==> src/rtl/doodle_pkg.sv <==
// Shared doodle types and screen/sprite constants, reused by the collision observer and the
// renderer as well as the motion controller.
package doodle_pkg;

    typedef enum logic [1:0] {
        StIdle,
        StRise,
        StFall,
        StDead
    } motion_state_t;

    localparam int ScreenWidth  = 800;
    localparam int ScreenHeight = 600;
    localparam int DoodleHeight = 60;
    localparam int StartX       = 370;
    localparam int StartY       = 480;
    localparam int JumpSpeed    = 20;
    localparam int Gravity      = 1;
    localparam int MaxFallSpeed = 20;
    localparam int XStep        = 4;
    localparam int ScrollLine   = 200;

    localparam int XW      = 11;
    localparam int YW      = 10;
    localparam int ScrollW = 8;
    localparam int VelW    = 12;

    typedef logic signed [VelW-1:0] sword_t;

    function automatic sword_t min_s(input sword_t a, input sword_t b);
        return (a < b) ? a : b;
    endfunction

endpackage

==> src/rtl/doodle_motion_controller_if.sv <==
// Signal bundle between the motion controller and its environment (frame timing, buttons,
// collision observer, platform scroller). The controller takes the slave side.
interface doodle_motion_controller_if import doodle_pkg::*; ();

    logic                    frame_tick;
    logic                    start;
    logic                    btn_left;
    logic                    btn_right;
    logic                    doodle_collision;
    logic [1:0][YW-1:0]      ground;
    logic [XW-1:0]           doodle_x;
    logic [YW-1:0]           doodle_y;
    logic                    doodle_fall_direction;
    logic                    scroll_valid;
    logic [ScrollW-1:0]      scroll_amount;
    logic                    game_over;

    modport master (
        output frame_tick,
        output start,
        output btn_left,
        output btn_right,
        output doodle_collision,
        output ground,
        input  doodle_x,
        input  doodle_y,
        input  doodle_fall_direction,
        input  scroll_valid,
        input  scroll_amount,
        input  game_over
    );

    modport slave (
        input  frame_tick,
        input  start,
        input  btn_left,
        input  btn_right,
        input  doodle_collision,
        input  ground,
        output doodle_x,
        output doodle_y,
        output doodle_fall_direction,
        output scroll_valid,
        output scroll_amount,
        output game_over
    );

endinterface

==> src/rtl/doodle_x_stepper.sv <==
// Horizontal step for one frame plus screen-edge handling: wraps around when DOODLE_X_WRAP_EN
// is defined, otherwise clamps to [0, SCREEN_WIDTH-1].
module doodle_x_stepper import doodle_pkg::*; #(
    parameter int SCREEN_WIDTH = ScreenWidth,
    parameter int X_STEP       = XStep
) (
    input  logic [XW-1:0] x,
    input  logic          left,
    input  logic          right,
    output logic [XW-1:0] x_next
);

    localparam sword_t WidthS = sword_t'(SCREEN_WIDTH);
    localparam sword_t StepS  = sword_t'(X_STEP);

    sword_t x_s;
    sword_t stepped;
    sword_t fixed;

    always_comb begin
        x_s     = sword_t'({1'b0, x});
        stepped = x_s;
        if (left && !right) begin
            stepped = x_s - StepS;
        end else if (right && !left) begin
            stepped = x_s + StepS;
        end

`ifdef DOODLE_X_WRAP_EN
        if (stepped < sword_t'(0)) begin
            fixed = stepped + WidthS;
        end else if (stepped >= WidthS) begin
            fixed = stepped - WidthS;
        end else begin
            fixed = stepped;
        end
`else
        if (stepped < sword_t'(0)) begin
            fixed = '0;
        end else if (stepped > WidthS - sword_t'(1)) begin
            fixed = WidthS - sword_t'(1);
        end else begin
            fixed = stepped;
        end
`endif

        x_next = fixed[XW-1:0];
    end

endmodule

==> src/rtl/doodle_motion_controller.sv <==
// Doodle jump physics (rise/fall/land/die) and steering, advanced once per frame_tick.
// Edge behaviour of x is selected by DOODLE_X_WRAP_EN inside doodle_x_stepper.
module doodle_motion_controller import doodle_pkg::*; #(
    parameter int SCREEN_WIDTH   = ScreenWidth,
    parameter int SCREEN_HEIGHT  = ScreenHeight,
    parameter int DOODLE_HEIGHT  = DoodleHeight,
    parameter int START_X        = StartX,
    parameter int START_Y        = StartY,
    parameter int JUMP_SPEED     = JumpSpeed,
    parameter int GRAVITY        = Gravity,
    parameter int MAX_FALL_SPEED = MaxFallSpeed,
    parameter int X_STEP         = XStep,
    parameter int SCROLL_LINE    = ScrollLine
) (
    input logic                  clk,
    input logic                  rst,
    doodle_motion_controller_if.slave bus
);

    localparam sword_t JumpS    = sword_t'(JUMP_SPEED);
    localparam sword_t GravS    = sword_t'(GRAVITY);
    localparam sword_t MaxFallS = sword_t'(MAX_FALL_SPEED);
    localparam sword_t ScrollS  = sword_t'(SCROLL_LINE);
    localparam sword_t HeightS  = sword_t'(DOODLE_HEIGHT);
    localparam sword_t DeadS    = sword_t'(SCREEN_HEIGHT - DOODLE_HEIGHT);

    motion_state_t      state_q, state_d;
    sword_t             vel_q, vel_d;
    logic [XW-1:0]      x_q, x_d;
    logic [YW-1:0]      y_q, y_d;
    logic               fall_q, fall_d;
    logic               scroll_valid_q, scroll_valid_d;
    logic [ScrollW-1:0] scroll_amount_q, scroll_amount_d;
    logic               game_over_q, game_over_d;

    logic [XW-1:0] x_stepped;
    sword_t        y_s;
    sword_t        rise_next;
    sword_t        fall_next;
    sword_t        scroll_amt;
    sword_t        land_y;
    sword_t        vel_fall;

    // Only the landed platform matters here; ground[1] belongs to the observer.
    logic unused_ground;
    assign unused_ground = ^bus.ground[1];

    doodle_x_stepper #(
        .SCREEN_WIDTH (SCREEN_WIDTH),
        .X_STEP       (X_STEP)
    ) u_x_stepper (
        .x      (x_q),
        .left   (bus.btn_left),
        .right  (bus.btn_right),
        .x_next (x_stepped)
    );

    assign y_s        = sword_t'({2'b00, y_q});
    assign rise_next  = y_s - vel_q;
    assign fall_next  = y_s + vel_q;
    assign scroll_amt = ScrollS - rise_next;
    assign land_y     = sword_t'({2'b00, bus.ground[0]}) - HeightS;
    assign vel_fall   = min_s(vel_q + GravS, MaxFallS);

    always_comb begin
        state_d         = state_q;
        vel_d           = vel_q;
        x_d             = x_q;
        y_d             = y_q;
        fall_d          = fall_q;
        scroll_valid_d  = 1'b0;
        scroll_amount_d = scroll_amount_q;
        game_over_d     = game_over_q;

        unique case (state_q)
            StIdle: begin
                if (bus.start) begin
                    state_d = StRise;
                    vel_d   = JumpS;
                    fall_d  = 1'b0;
                end
            end
            StRise: begin
                if (bus.frame_tick) begin
                    x_d = x_stepped;
                    if (vel_q <= GravS) begin
                        state_d = StFall;
                        vel_d   = '0;
                        fall_d  = 1'b1;
                    end else begin
                        // Above the scroll line the world moves instead of the doodle.
                        if (rise_next < ScrollS) begin
                            y_d             = ScrollS[YW-1:0];
                            scroll_amount_d = scroll_amt[ScrollW-1:0];
                            scroll_valid_d  = 1'b1;
                        end else begin
                            y_d = rise_next[YW-1:0];
                        end
                        vel_d = vel_q - GravS;
                    end
                end
            end
            StFall: begin
                // A landing wins over a coincident tick; that frame's motion is dropped.
                if (bus.doodle_collision) begin
                    y_d     = land_y[YW-1:0];
                    state_d = StRise;
                    vel_d   = JumpS;
                    fall_d  = 1'b0;
                end else if (bus.frame_tick) begin
                    x_d   = x_stepped;
                    y_d   = fall_next[YW-1:0];
                    vel_d = vel_fall;
                    if (fall_next > DeadS) begin
                        state_d     = StDead;
                        game_over_d = 1'b1;
                    end
                end
            end
            StDead: begin
            end
            default: begin
                state_d = StIdle;
            end
        endcase
    end

    always_ff @(posedge clk) begin
        if (rst) begin
            state_q         <= StIdle;
            vel_q           <= '0;
            x_q             <= XW'(START_X);
            y_q             <= YW'(START_Y);
            fall_q          <= 1'b0;
            scroll_valid_q  <= 1'b0;
            scroll_amount_q <= '0;
            game_over_q     <= 1'b0;
        end else begin
            state_q         <= state_d;
            vel_q           <= vel_d;
            x_q             <= x_d;
            y_q             <= y_d;
            fall_q          <= fall_d;
            scroll_valid_q  <= scroll_valid_d;
            scroll_amount_q <= scroll_amount_d;
            game_over_q     <= game_over_d;
        end
    end

    assign bus.doodle_x              = x_q;
    assign bus.doodle_y              = y_q;
    assign bus.doodle_fall_direction = fall_q;
    assign bus.scroll_valid          = scroll_valid_q;
    assign bus.scroll_amount         = scroll_amount_q;
    assign bus.game_over             = game_over_q;

endmodule

==> src/flat_wrapper.sv <==
// flat-port wrapper written by rule: the top's interface ports become plain ports
module doodle_motion_controller_flat import doodle_pkg::*;
#(
    parameter int SCREEN_WIDTH   = ScreenWidth,
    parameter int SCREEN_HEIGHT  = ScreenHeight,
    parameter int DOODLE_HEIGHT  = DoodleHeight,
    parameter int START_X        = StartX,
    parameter int START_Y        = StartY,
    parameter int JUMP_SPEED     = JumpSpeed,
    parameter int GRAVITY        = Gravity,
    parameter int MAX_FALL_SPEED = MaxFallSpeed,
    parameter int X_STEP         = XStep,
    parameter int SCROLL_LINE    = ScrollLine
)
  (clk, rst, bus_frame_tick, bus_start, bus_btn_left, bus_btn_right, bus_doodle_collision, bus_ground, bus_doodle_x, bus_doodle_y, bus_doodle_fall_direction, bus_scroll_valid, bus_scroll_amount, bus_game_over);
  doodle_motion_controller_if bus_i ();
  input logic clk;
  input logic rst;
  input wire logic [$bits(bus_i.frame_tick)-1:0] bus_frame_tick;
  input wire logic [$bits(bus_i.start)-1:0] bus_start;
  input wire logic [$bits(bus_i.btn_left)-1:0] bus_btn_left;
  input wire logic [$bits(bus_i.btn_right)-1:0] bus_btn_right;
  input wire logic [$bits(bus_i.doodle_collision)-1:0] bus_doodle_collision;
  input wire logic [$bits(bus_i.ground)-1:0] bus_ground;
  output wire logic [$bits(bus_i.doodle_x)-1:0] bus_doodle_x;
  output wire logic [$bits(bus_i.doodle_y)-1:0] bus_doodle_y;
  output wire logic [$bits(bus_i.doodle_fall_direction)-1:0] bus_doodle_fall_direction;
  output wire logic [$bits(bus_i.scroll_valid)-1:0] bus_scroll_valid;
  output wire logic [$bits(bus_i.scroll_amount)-1:0] bus_scroll_amount;
  output wire logic [$bits(bus_i.game_over)-1:0] bus_game_over;
  assign bus_i.frame_tick = bus_frame_tick;
  assign bus_i.start = bus_start;
  assign bus_i.btn_left = bus_btn_left;
  assign bus_i.btn_right = bus_btn_right;
  assign bus_i.doodle_collision = bus_doodle_collision;
  assign bus_i.ground = bus_ground;
  assign bus_doodle_x = bus_i.doodle_x;
  assign bus_doodle_y = bus_i.doodle_y;
  assign bus_doodle_fall_direction = bus_i.doodle_fall_direction;
  assign bus_scroll_valid = bus_i.scroll_valid;
  assign bus_scroll_amount = bus_i.scroll_amount;
  assign bus_game_over = bus_i.game_over;
  doodle_motion_controller #(.SCREEN_WIDTH(SCREEN_WIDTH), .SCREEN_HEIGHT(SCREEN_HEIGHT), .DOODLE_HEIGHT(DOODLE_HEIGHT), .START_X(START_X), .START_Y(START_Y), .JUMP_SPEED(JUMP_SPEED), .GRAVITY(GRAVITY), .MAX_FALL_SPEED(MAX_FALL_SPEED), .X_STEP(X_STEP), .SCROLL_LINE(SCROLL_LINE)) u_core (.clk(clk), .rst(rst), .bus(bus_i));
endmodule
==> config.mk <==
export PLATFORM = sky130hd
export DESIGN_NAME = doodle_motion_controller_flat
export DESIGN_NICKNAME = d
export VERILOG_FILES = /design/src/rtl/doodle_pkg.sv /design/src/rtl/doodle_motion_controller_if.sv /design/src/rtl/doodle_x_stepper.sv /design/src/rtl/doodle_motion_controller.sv /design/src/flat_wrapper.sv
export SDC_FILE = /design/constraint.sdc
export NUM_CORES = 1
export LEC_CHECK = 0
export BUFFER_PORTS_ARGS = -buffer_cell sky130_fd_sc_hd__buf_2
export CORE_MARGIN = 4
export CORE_UTILIZATION = 50
export DETAILED_ROUTE_END_ITERATION = 16
export PLACE_DENSITY = 0.71
export SYNTH_ARGS = -nofsm -noshare
export SYNTH_HDL_FRONTEND = slang
export SYNTH_SLANG_ARGS = --single-unit
==> constraint.sdc <==
create_clock -name clk -period 7.64 [get_ports clk]
set_clock_uncertainty 0.1 [all_clocks]
set_input_delay 0.382 -clock clk [delete_from_list [all_inputs] [get_ports clk]]
set_output_delay 0.382 -clock clk [all_outputs]
set_load 0.005 [all_outputs]
==> results, run 1 <==
- The run finished with clean final reports.
- Entering global routing, the biggest net connects 44 pins.
- The async set-or-reset flop fraction in the synthesized netlist is 0.
- The boundary pin count is 59.
- The clock input transition at the sequential cells of the worst setup and hold paths is 100 ps.
- The arrival time of data at the critical path endpoint is 4670 ps.
- The number of setup buffers added after CTS is 0.
- Of the total synthesized cell area, the portion taken by XOR and XNOR cells is 0.06460.
- The post-synthesis compound-gate area fraction came to 0.3134.
- The maximum fanout along the worst path is 13.
- Static timing analysis puts the maximum clock frequency at 0.2209 GHz.
- In the final design database the tool counted 686 nets.
- Among all flip-flop cells after synthesis, the most frequent one is dfxtp_1.
- From synthesis to final layout, the design area changed by 7.359%.
- The proportion of synthesized area in mux cells is 0.01635.
- The via count of the first global-routing pass is 4324.
- The final wirelength is 12910 um.
- Counting every net in the synthesized netlist gives 666.
- The starting density of the core is 0.5188.
- At the end of routability-driven placement, the weighted congestion stood at 0.9291.
- During synthesis, Yosys emitted a total of 0 warnings.
- In this run the core area contains 34 standard-cell rows.
- In the synthesized netlist, the number of instances is 604.
- The number of buffers inserted by hold repair at cts is 0.
- No sink is reached through more buffers than the 2 on the longest clock path.
- For this run, the total global-route usage over all layers was measured as 0.2309.
- The worst setup path category is reg -> reg.
- Setup violations remaining at the end of the flow were counted as 0.
- Measured against its own limit, the worst slew margin works out to 0.2623.
- The average via count per standard cell is 6.413.
- STA classifies the critical path endpoint as a flip-flop.
- The number of hold-slack violations in the final timing report is 0.
- In this design, the stage delay of the slowest critical-path cell is 900 ps.
- The slowest stage of the critical path is the nor3_1 cell.
- Summed over all failing endpoints, the final setup total negative slack is 0 ps.
- The max-slew violation total from the final report is 0.
- Buffers placed on the I/O ports in this run total 48.
- The number of antenna violations at the first check in global routing is 0.
- The number of clock sinks is 46.
- The worst vdd rail ir drop is 0.0001639 V.
- The total overflow left after global routing is 0.
- The library cell used as clock root buffer is clkbuf_8.
- The length of the first detailed-routing pass in iterations is 5.
- The H-tree generated during clock tree synthesis spans 2 levels.
- Max-cap violations in this run came to 0.
- The first global-routing pass estimated 21310 um of wire.
- The layout has 842 filler cells.
- The core area is 8848 um2.
- The total standard cell area after synthesis is 4591 um2.
- The total DRC errors in the routed layout is 0.
- Measured along the x axis, the die boundary spans 103.8 um.
- Clock latency on the worst-skew pair, taken at its later pin, is 310 ps.
- For this run, the register share of the synthesized area comes to 0.2006.
- The average size of a mapped cell is 7.600 um2.
- Setup repair after global routing left no endpoint under its margin.
- Once detail routing completed, the nets flagged for antenna violations numbered 0.
- Subtracting the final worst setup slack from the clock period gives 4526 ps.
- The floorplan step defined a die boundary enclosing 10780 um2.
- The CTS tree is yes.
- The violation count after the first detailed-route iteration is 364.
- The sort of element at the start of the critical path is a flip-flop.
- The pin slew with the least headroom to its limit is 1098 ps.
- In this run the power density over the cells is 328.0 nW/um2.
- The total leakage power is 1.870 nW.
- Hold is met by 383.5 ps.
- The path class of the lowest-slack min-delay path is reg -> reg.
- The post-cts resize count is 0.
- The count of vias placed by the detailed router is 4701.
- The final routed wire length divided by cell count is 17.61 um.
- Leaving out fill and tap cells, the most frequent cell in the layout is nor2_1.
- The top cell types in the final layout, fill and taps aside, are nor2_1, buf_2, dfxtp_1.
- By area, the combinational part of the netlist is dominated by compound AO/OA/AOI/OAI gates.
- At the worst endpoint, the required time is 7790 ps.
- Of the cells placed in the final design, the portion with a size suffix greater than 1 is 0.1392.
- Yosys mapped a number of flops with a built-in enable equal to 0.
- Of the total synthesized cell area, the portion taken by AND, OR, NAND and NOR gates is 0.2382.
- The critical path goes through inv_1, nor4_1, nand4_1, nor2_1, nand3_1, xnor2_1, nor4_1, nand3_1, ha_1, nor3_1, mux2i_1, o221ai_1, a22oi_1, nor2_1.
- Of the total synthesized cell area, the portion taken by full adders, half adders and majority gates is 0.09866.
- Synthesis instantiated 85 different standard cells from the library.
- The number of antenna diodes in the final layout is 0.
- The die is 103.8 um tall.
- Once detailed placement completed, the half-perimeter wirelength came to 9701 um.
- In the finished design, the share of the clock period the worst path needs comes to 0.5924.
- In this run, CTS created clock tree buffers numbering 5.
- The number of register bits inferred by synthesis is 46.
[power by group]
| group | switching [mW] | internal [mW] | total (mW) |
|---|---|---|---|
| clock network | 0.0917 | 0.0997 | 0.191 |
| registers | 0.0660 | 0.277 | 0.343 |
| logic | 0.656 | 0.425 | 1.08 |
| total | 0.814 | 0.802 | 1.62 |
[cells by family (layout without fill, tap and decap cells)]
| logic type | after synthesis | count (layout) |
|---|---|---|
| adders and majority gates | 35 | 35 |
| and+or+nand+nor | 216 | 216 |
| muxes | 7 | 7 |
| AOI/OAI and AO/OA | 193 | 193 |
| xor gates and xnor gates | 33 | 33 |
| buffers and inverters | 74 | 95 |
| DFF | 46 | 46 |
[final cells by class]
class,instances,area (um2),area share
Multi-Input combinational cell,484,3357,0.6811
Sequential cell,46,920.9,0.1868
Timing Repair Buffer,51,262.8,0.05331
Inverter,36,135.1,0.02742
Tap cell,108,135.1,0.02742
Clock buffer,5,68.82,0.01396
Clock inverter,3,48.80,0.009901
[through the flow]
| step | util | area, um2 | instances | setup slack (ps) | power [mW] |
|---|---|---|---|---|---|
| after detailed placement | 0.5437 | 4811 | 725 | 3251 | 1.414 |
| after global routing | 0.5570 | 4928 | 733 | 2693 | 1.736 |
| after floorplan | - | 4591 | 604 | 4053 | 1.189 |
| after CTS | 0.5570 | 4928 | 733 | 3230 | 1.609 |
| after global placement | 0.5437 | 4811 | 725 | 3330 | 1.386 |
| final | 0.5570 | 4928 | 733 | 3114 | 1.616 |
[state kept, by name, summed over array words and instances, names as in the netlist]
name / flops
u_core.bus.doodle_fall_direction: 1
u_core.bus.doodle_x: 11
u_core.bus.doodle_y: 10
u_core.bus.game_over: 1
u_core.bus.scroll_amount: 8
u_core.bus.scroll_valid: 1
u_core.state_q: 2
u_core.vel_q: 12
[per-layer routing]
metal / vias up / global-route usage / routed length [um]
li1: 2285 / - / -
met1: 2233 / 0.3121 / 5695
met2: 155 / 0.3812 / 6193
met3: 28 / 0.03545 / 769
met4: 0 / 0.06553 / 251
met5: - / 0 / 0
[worst paths after layout]
path                               startpoint  slack, ps  cells after the start                     endpoint
setup / recovery              u_core.vel_q[2]       3110                     14              u_core.vel_q[9]
hold / removal    u_core.bus.scroll_amount[5]        380                      2  u_core.bus.scroll_amount[5]
setup reg to reg              u_core.vel_q[2]       3110                     14              u_core.vel_q[9]
hold reg to reg   u_core.bus.scroll_amount[5]        380                      2  u_core.bus.scroll_amount[5]
[worst max-delay path: cells and delay by family (launching register included)]
| kind | cells | cell delay [ps] |
|---|---|---|
| mux | 1 | 180 |
| simple gates | 8 | 2600 |
| buf+inv | 1 | 180 |
| flops | 1 | 610 |
| compound gates | 2 | 300 |
| fa+ha+maj | 1 | 320 |
| xor+xnor | 1 | 180 |
[cells in the mapped netlist, drive strengths merged (3+ instances only)]
master | number | area (um2)
nor2 | 59 | 224.0
dfxtp | 46 | 920.9
a21oi | 43 | 219.0
nand2 | 39 | 146.4
inv | 35 | 131.4
o21ai | 35 | 178.9
ha | 33 | 412.9
clkbuf | 27 | 101.4
xnor2 | 27 | 236.5
nor3 | 24 | 120.1
nand3 | 21 | 105.1
a211oi | 18 | 160.2
nor2b | 12 | 75.07
buf | 11 | 76.32
and3 | 10 | 67.56
nand2b | 10 | 62.56
nor4 | 10 | 68.81
o211ai | 9 | 67.56
or3 | 7 | 43.79
a22oi | 6 | 45.04
a31oi | 6 | 37.54
mux2i | 6 | 60.06
xor2 | 6 | 60.06
a21o | 5 | 37.54
a311oi | 5 | 50.04
and2 | 5 | 31.28
o311a | 5 | 50.05
o311ai | 5 | 51.31
o41ai | 5 | 77.58
a221o | 4 | 40.04
a221oi | 4 | 41.29
nand4 | 4 | 25.02
o221ai | 4 | 41.29
o22ai | 4 | 31.28
o31ai | 4 | 30.03
a211o | 3 | 26.28
a31o | 3 | 26.28
a32oi | 3 | 26.28
o21bai | 3 | 22.52
o221a | 3 | 33.78
or2 | 3 | 18.77
Note: power is estimated with default switching activity, not from simulation.
==> inputs of run 2 (changes only) <==
- PLACE_DENSITY: 0.71 -> 0.73
- clock period: 7.64 -> 4.13 ns (I/O delays scaled with it)
==> results, run 2 (synthesized netlist as in run 1, its figures left out) <==
- The library cells used most frequently in the layout, excluding fill and tap cells, are nor2_1, buf_2, dfxtp_1.
- Counting flops per register, the top entry is u_core.vel_q.
- The number of antenna violations at the first check in global routing is 0.
- The violation count after the first detailed-route iteration is 342.
- The final layout contains 696 nets.
- Entering global routing, the biggest net connects 44 pins.
- The arrival time of data at the critical path endpoint is 3710 ps.
- In the final timing run, aggregate negative setup slack is 0 ps.
- The routed layout has 4741 vias.
- The library cell used as clock root buffer is clkbuf_8.
- Detailed placement finished with a half-perimeter wire length of 9820 um.
- The worst vdd rail ir drop is 0.0002720 V.
- Once the clock tree was built, the resizer swapped 0 gates to a different size.
- Across every metal layer, demand over resource in global routing totals 0.2337.
- The longest clock path from root to sink contains 2 buffers.
- After global routing the overflow that remains totals 0.
- The clock input transition at the sequential cells of the worst setup and hold paths is 100 ps.
- Headroom to the max-slew limit came out at 0.5005.
- The power per standard cell area is 604.1 nW/um2.
- In this run the core area contains 34 standard-cell rows.
- The post-route worst setup slack is 557.1 ps.
- Max-cap violations in this run came to 0.
- For the pin with the worst max-slew slack, the measured transition is 742.6 ps.
- STA classifies the critical path endpoint as a flip-flop.
- The setup-violating endpoint count in the final report is 0.
- The register with the most flip-flops in the layout has 12 of them.
- In the final layout, the share of cells above drive strength 1 is 0.1528.
- The via count of the first global-routing pass is 4450.
- The width of the die is 103.8 um.
- The final critical-path required period is 3573 ps.
- The number of buffers inserted by port buffering is 48.
- Across the whole layout, storage elements account for 920.9 um2.
- The H-tree was split into 2 levels.
- The path class of the lowest-slack min-delay path is in -> reg.
- The final design utilization is 0.5655.
- Compared with the post-synthesis result, the final layout area differs by 8.994%.
- The length of the first detailed-routing pass in iterations is 6.
- After detailed routing, the number of remaining DRC violations is 0.
- The worst setup path category is reg -> reg.
- The required time at the endpoint of the critical path is 4270 ps.
- The multi-input combinational cells in the finished layout cover a total of 3357 um2.
- The maximum fanout along the worst path is 8.
- The number of clock sinks is 46.
- The chip height is 103.8 um.
- The remaining number of nets flagged by the antenna check after routing is 0.
- After detailed routing, the number of vias per cell comes to 6.381.
- For this configuration, the core starts out at a cell density of 0.5188.
- The fmax is 0.2799 GHz.
- After detailed routing, the average wire length per cell comes to 17.58 um.
- The wire length of the first global-routing pass is 21450 um.
- In this run the standard cell core region covers 8848 um2.
- The source-to-sink clock delay at the later pin of the worst-skew pair is 310 ps.
- The number of setup buffers added after CTS is 0.
- The placer's final routability congestion estimate is 0.9179.
- The total die area is 10780 um2.
- During I/O placement, the number of pins put on the boundary was 59.
- Setup repair after global routing left no endpoint under its margin.
- The run finished with clean final reports.
- The repair_antennas step left the layout with diodes totalling 0.
- The sort of element at the start of the critical path is a flip-flop.
- The worst setup timing slack at the placement stage is 626.9 ps.
- TritonCTS built the clock tree.
- The final period utilization is 0.8651.
- Clock tree synthesis inserted a total of 5 buffers.
- The leading cell type in the layout, fill and taps excluded is nor2_1.
- The final wirelength is 13060 um.
- Counting the fill cells in the layout gives 851.
- The number of hold-slack violations in the final timing report was 0.
- The number of hold buffers added after CTS was 0.
- The max-slew violation total from the final report came to 0.
- The total leakage power is 1.923 nW.
[run 2: changes by cell type in the layout (fill, tap and decap cells not counted)]
cell and change:
buf_4 +10, o21ai_0 -1, o21ai_1 +1
[run 2: per-layer routing]
metal	GRT usage	part of all wire
met2	0.3839	0.47
met1	0.3021	0.43
met5	0	0
met3	0.04291	0.068
met4	0.09402	0.029
[run 2: layout make-up]
cell class,count,area share
clock buffer,5,0.01375
multi-input combinational,484,0.6709
clock inverter,3,0.009752
sequential,46,0.1840
timing repair buffer,61,0.06752
inverter,36,0.02701
tap,108,0.02701
[run 2: worst paths after layout]
check | to | slack [ps] | cells past startpoint | startpoint
worst min register to register | u_core.bus.scroll_amount[5] | 370 | 2 | u_core.bus.scroll_amount[5]
worst min-delay path | u_core.bus.scroll_valid | 220 | 3 | bus_frame_tick
worst max-delay path | u_core.vel_q[3] | 560 | 16 | u_core.vel_q[3]
worst max register to register | u_core.vel_q[3] | 560 | 16 | u_core.vel_q[3]
[run 2: stage by stage]
step / hold slack [ps] / instance area [um2] / power (mW) / cells
2_1_floorplan: 306.6 / 4591 / 2.200 / 604
3_3_place_gp: 343.5 / 4886 / 2.587 / 735
3_5_place_dp: 360.7 / 4886 / 2.632 / 735
4_1_cts: 213.8 / 5004 / 2.994 / 743
5_1_grt: 239.7 / 5004 / 3.252 / 743
6_report: 221.9 / 5004 / 3.023 / 743
[run 2: critical path, cell delays in order (launching register included)]
cell,delay (ps)
dfxtp_1,340
inv_1,110
nor4_1,290
buf_4,180
nand4_1,190
nor2_1,190
nand3_1,110
xnor2_1,170
nor4_1,270
nand3_1,120
ha_1,330
nor2_1,150
nand2_1,220
o221a_2,380
a21oi_1,110
o21ai_0,90
a21oi_1,150
[run 2: power by group]
group	switching [mW]	internal, mW
Clock	0.173	0.185
Combinational	1.25	0.807
Sequential	0.0905	0.513
==> inputs of run 3 (changes only) <==
- PLACE_DENSITY: 0.73 -> 0.71
- clock period: 4.13 -> 3.75 ns (I/O delays scaled with it)
==> results, run 3 (synthesized netlist as in run 1, its figures left out) <==
- Leaving out fill and tap cells, the most frequent cell in the layout is nor2_1.
- Entering global routing, the biggest net connects 43 pins.
- For this design the total switching power over the nets is 1.666 mW.
- The wire length of the first global-routing pass is 21170 um.
- The startpoint identified for the worst register-to-register timing path is u_core.vel_q[0].
- The final critical-path required period is 3404 ps.
- The clock reaches the later pin of the worst-skew pair after 320 ps.
- The number of hold-slack violations in the final timing report is 0.
- In the final layout, the share of cells above drive strength 1 is 0.1751.
- The worst setup timing slack at the placement stage is 306.3 ps.
- TritonCTS built the clock tree.
- The setup check on the worst reg-to-reg path leaves a slack of 350 ps.
- Excluding fillers, the count of instances in the completed layout stands at 759.
- The share of total power consumed by net switching is 0.5023.
- The flow ran to the end, and the final reports show no timing, DRC or antenna violations.
- For this run, the total global-route usage over all layers was measured as 0.2331.
- Setup repair after global routing left no endpoint under its margin.
- The die is 103.8 um wide.
- The total leakage power is 1.988 nW.
- The arrival time of data at the critical path endpoint is 3540 ps.
- The final period utilization is 0.9077.
- The pin slew with the least headroom to its limit is 801.1 ps.
- Along the worst path, the maximum fanout reaches 8.
- The max-capacitance violation count is 0.
- In the final timing run, aggregate negative setup slack is 0 ps.
- After the first detailed-routing iteration, the DRC count stood at 292.
- The path class of the tightest hold or removal check is in -> reg.
- The setup-violating endpoint count in the final report is 0.
- The post-route worst setup slack is 346.1 ps.
- The total overflow left after global routing is 0.
- The part of the total power dissipated in the clock network is 0.098.
- Of the total power, combinational logic draws 0.703.
- The power per standard cell area is 650.3 nW/um2.
- In the final design database the tool counted 712 nets.
- Data on the critical path is required at its endpoint by 3890 ps.
- IR analysis of the VDD net gives a maximum drop of 0.0004186 V.
- The final routed wire length divided by cell count is 16.89 um.
- The estimated wirelength of the detail-placed design is 9863 um.
- The final route contains 4734 vias.
- The fmax is 0.2938 GHz.
- The biggest cell delay along the critical path is 430 ps.
- The count of buffers added on input and output ports is 48.
- The post-cts resize count is 0.
- The congestion estimate from routability-driven global placement came to 0.9104.
- The length of the first detailed-routing pass in iterations is 5.
- The worst hold path terminates at u_core.bus.scroll_valid.
- The number of setup buffers added after CTS is 0.
- The core area is 8848 um2.
- The register with the most flip-flops in the layout has 12 of them.
- The library cells used most frequently in the layout, excluding fill and tap cells, are nor2_1, buf_2, dfxtp_1.
- The largest register by flop count is u_core.vel_q.
- The library cell used as clock root buffer is clkbuf_8.
- The startpoint identified for the worst hold timing path is bus_frame_tick.
- The routed design has 12820 um of wire.
- The number of antenna violations at the first check in global routing was 0.
- The via count of the first global-routing pass came to 4292.
- After detailed routing, the number of vias per cell comes to 6.237.
- The number of clock sinks is 46.
- The floorplan step defined a die boundary enclosing 10780 um2.
- The power consumption is 3.316 mW.
- The final design utilization is 0.5764.
- 59 I/O pins were placed.
- The sequential fraction of design power is 0.199.
- The starting density of the core is 0.5188.
- The critical path goes through nand2_1, nor4_1, buf_4, nand4_1, nor2_1, nand3_1, xnor2_1, nor4_1, nand3_1, ha_1, nor2_1, nand2_1, o221a_2, a21oi_1, o21ai_0, a21oi_1.
- The number of clock buffers inserted by TritonCTS is 5.
- The worst setup path is launched from a flip-flop.
- The kind of end point of the critical path is a flip-flop.
- Once detail routing completed, the nets flagged for antenna violations numbered 0.
- The total DRC errors in the routed layout is 0.
- The count of placed standard cells including taps is 751.
- The number of antenna diodes is 0.
- The maximum level of the CTS H-tree is 2.
- The worst setup path category is reg -> reg.
- The cell-internal power is 1.651 mW.
- After clock tree synthesis, the clock-pin slew on the worst setup and hold paths is 90 ps.
- The max-slew violation total from the final report was 0.
- The worst register-to-register path ends at u_core.vel_q[3].
- Measured in cells, the most critical reg-to-reg path has a length of 16.
- From bottom edge to top edge, the die measures 103.8 um.
- Compared with the post-synthesis result, the final layout area differs by 11.09%.
- The largest individual stage delay along the critical path comes from the cell dfxtp_2.
- The worst pin sits at a relative slew slack of 0.4623.
- For this design, the CTS-stage hold fixing added 0 buffers.
- The clock tree buffer depth is 2.
- In this run the core area contains 34 standard-cell rows.
- The worst hold path depth is 3.
-- run 3: cell types whose count changed in the layout (fill, tap and decap cells not counted), sizes merged --
| cell | delta |
|---|---|
| buf | +16 |
| bufinv | -1 |
| clkinvlp | +1 |
-- run 3: worst max-delay path, delay by kind of cell (launching register included) --
family,cells,cell delay (ps)
simple gates,9,1480
buf+inv,1,180
flops,1,430
compound gates,4,640
xor+xnor,1,170
fa+ha+maj,1,320
-- run 3: through the flow --
step / instance area [um2] / hold WS [ps]
CTS: 5099 / 190.6
global placement: 5006 / 342.7
finish: 5100 / 200.6
floorplan: 4591 / 287.6
detailed placement: 5006 / 363.2
global route: 5100 / 196.8
-- run 3: worst max-delay path by stage --
stage,startpoint,endpoint,cells after the start
after global placement,u_core.vel_q[0],u_core.vel_q[3],16
after global routing,u_core.vel_q[1],u_core.vel_q[3],15
after CTS,u_core.vel_q[0],u_core.vel_q[3],16
final,u_core.vel_q[0],u_core.vel_q[3],16
after detailed placement,u_core.vel_q[0],u_core.vel_q[3],16
after floorplan,u_core.vel_q[3],u_core.vel_q[9],15
-- run 3: area by class of cell --
type,instances,area (um2)
Clock buffer,5,68.82
Clock inverter,3,23.77
Fill cell,839,3749
Inverter,36,135.1
Multi-Input combinational cell,484,3357
Sequential cell,46,922.1
Tap cell,108,135.1
Timing Repair Buffer,77,457.9
-- run 3: per-layer routing --
metal  share of wire  GRT usage  wire length (um)  vias to the layer above
met2            0.47     0.3733              5969                      148
met1            0.46     0.3199              5893                     2241
met4           0.021    0.07692               269                        0
li1                -          -                 -                     2327
met5               0          0                 0                        -
met3           0.054    0.03669               689                       18
-- run 3: power groups by stage --
stage / registers (mW) / logic, mW / clock network (mW)
floorplan: 0.646 / 1.78 / 0
global placement: 0.669 / 2.26 / 0
detailed placement: 0.672 / 2.30 / 0
CTS: 0.662 / 2.31 / 0.338
global route: 0.676 / 2.55 / 0.360
finish: 0.660 / 2.33 / 0.324
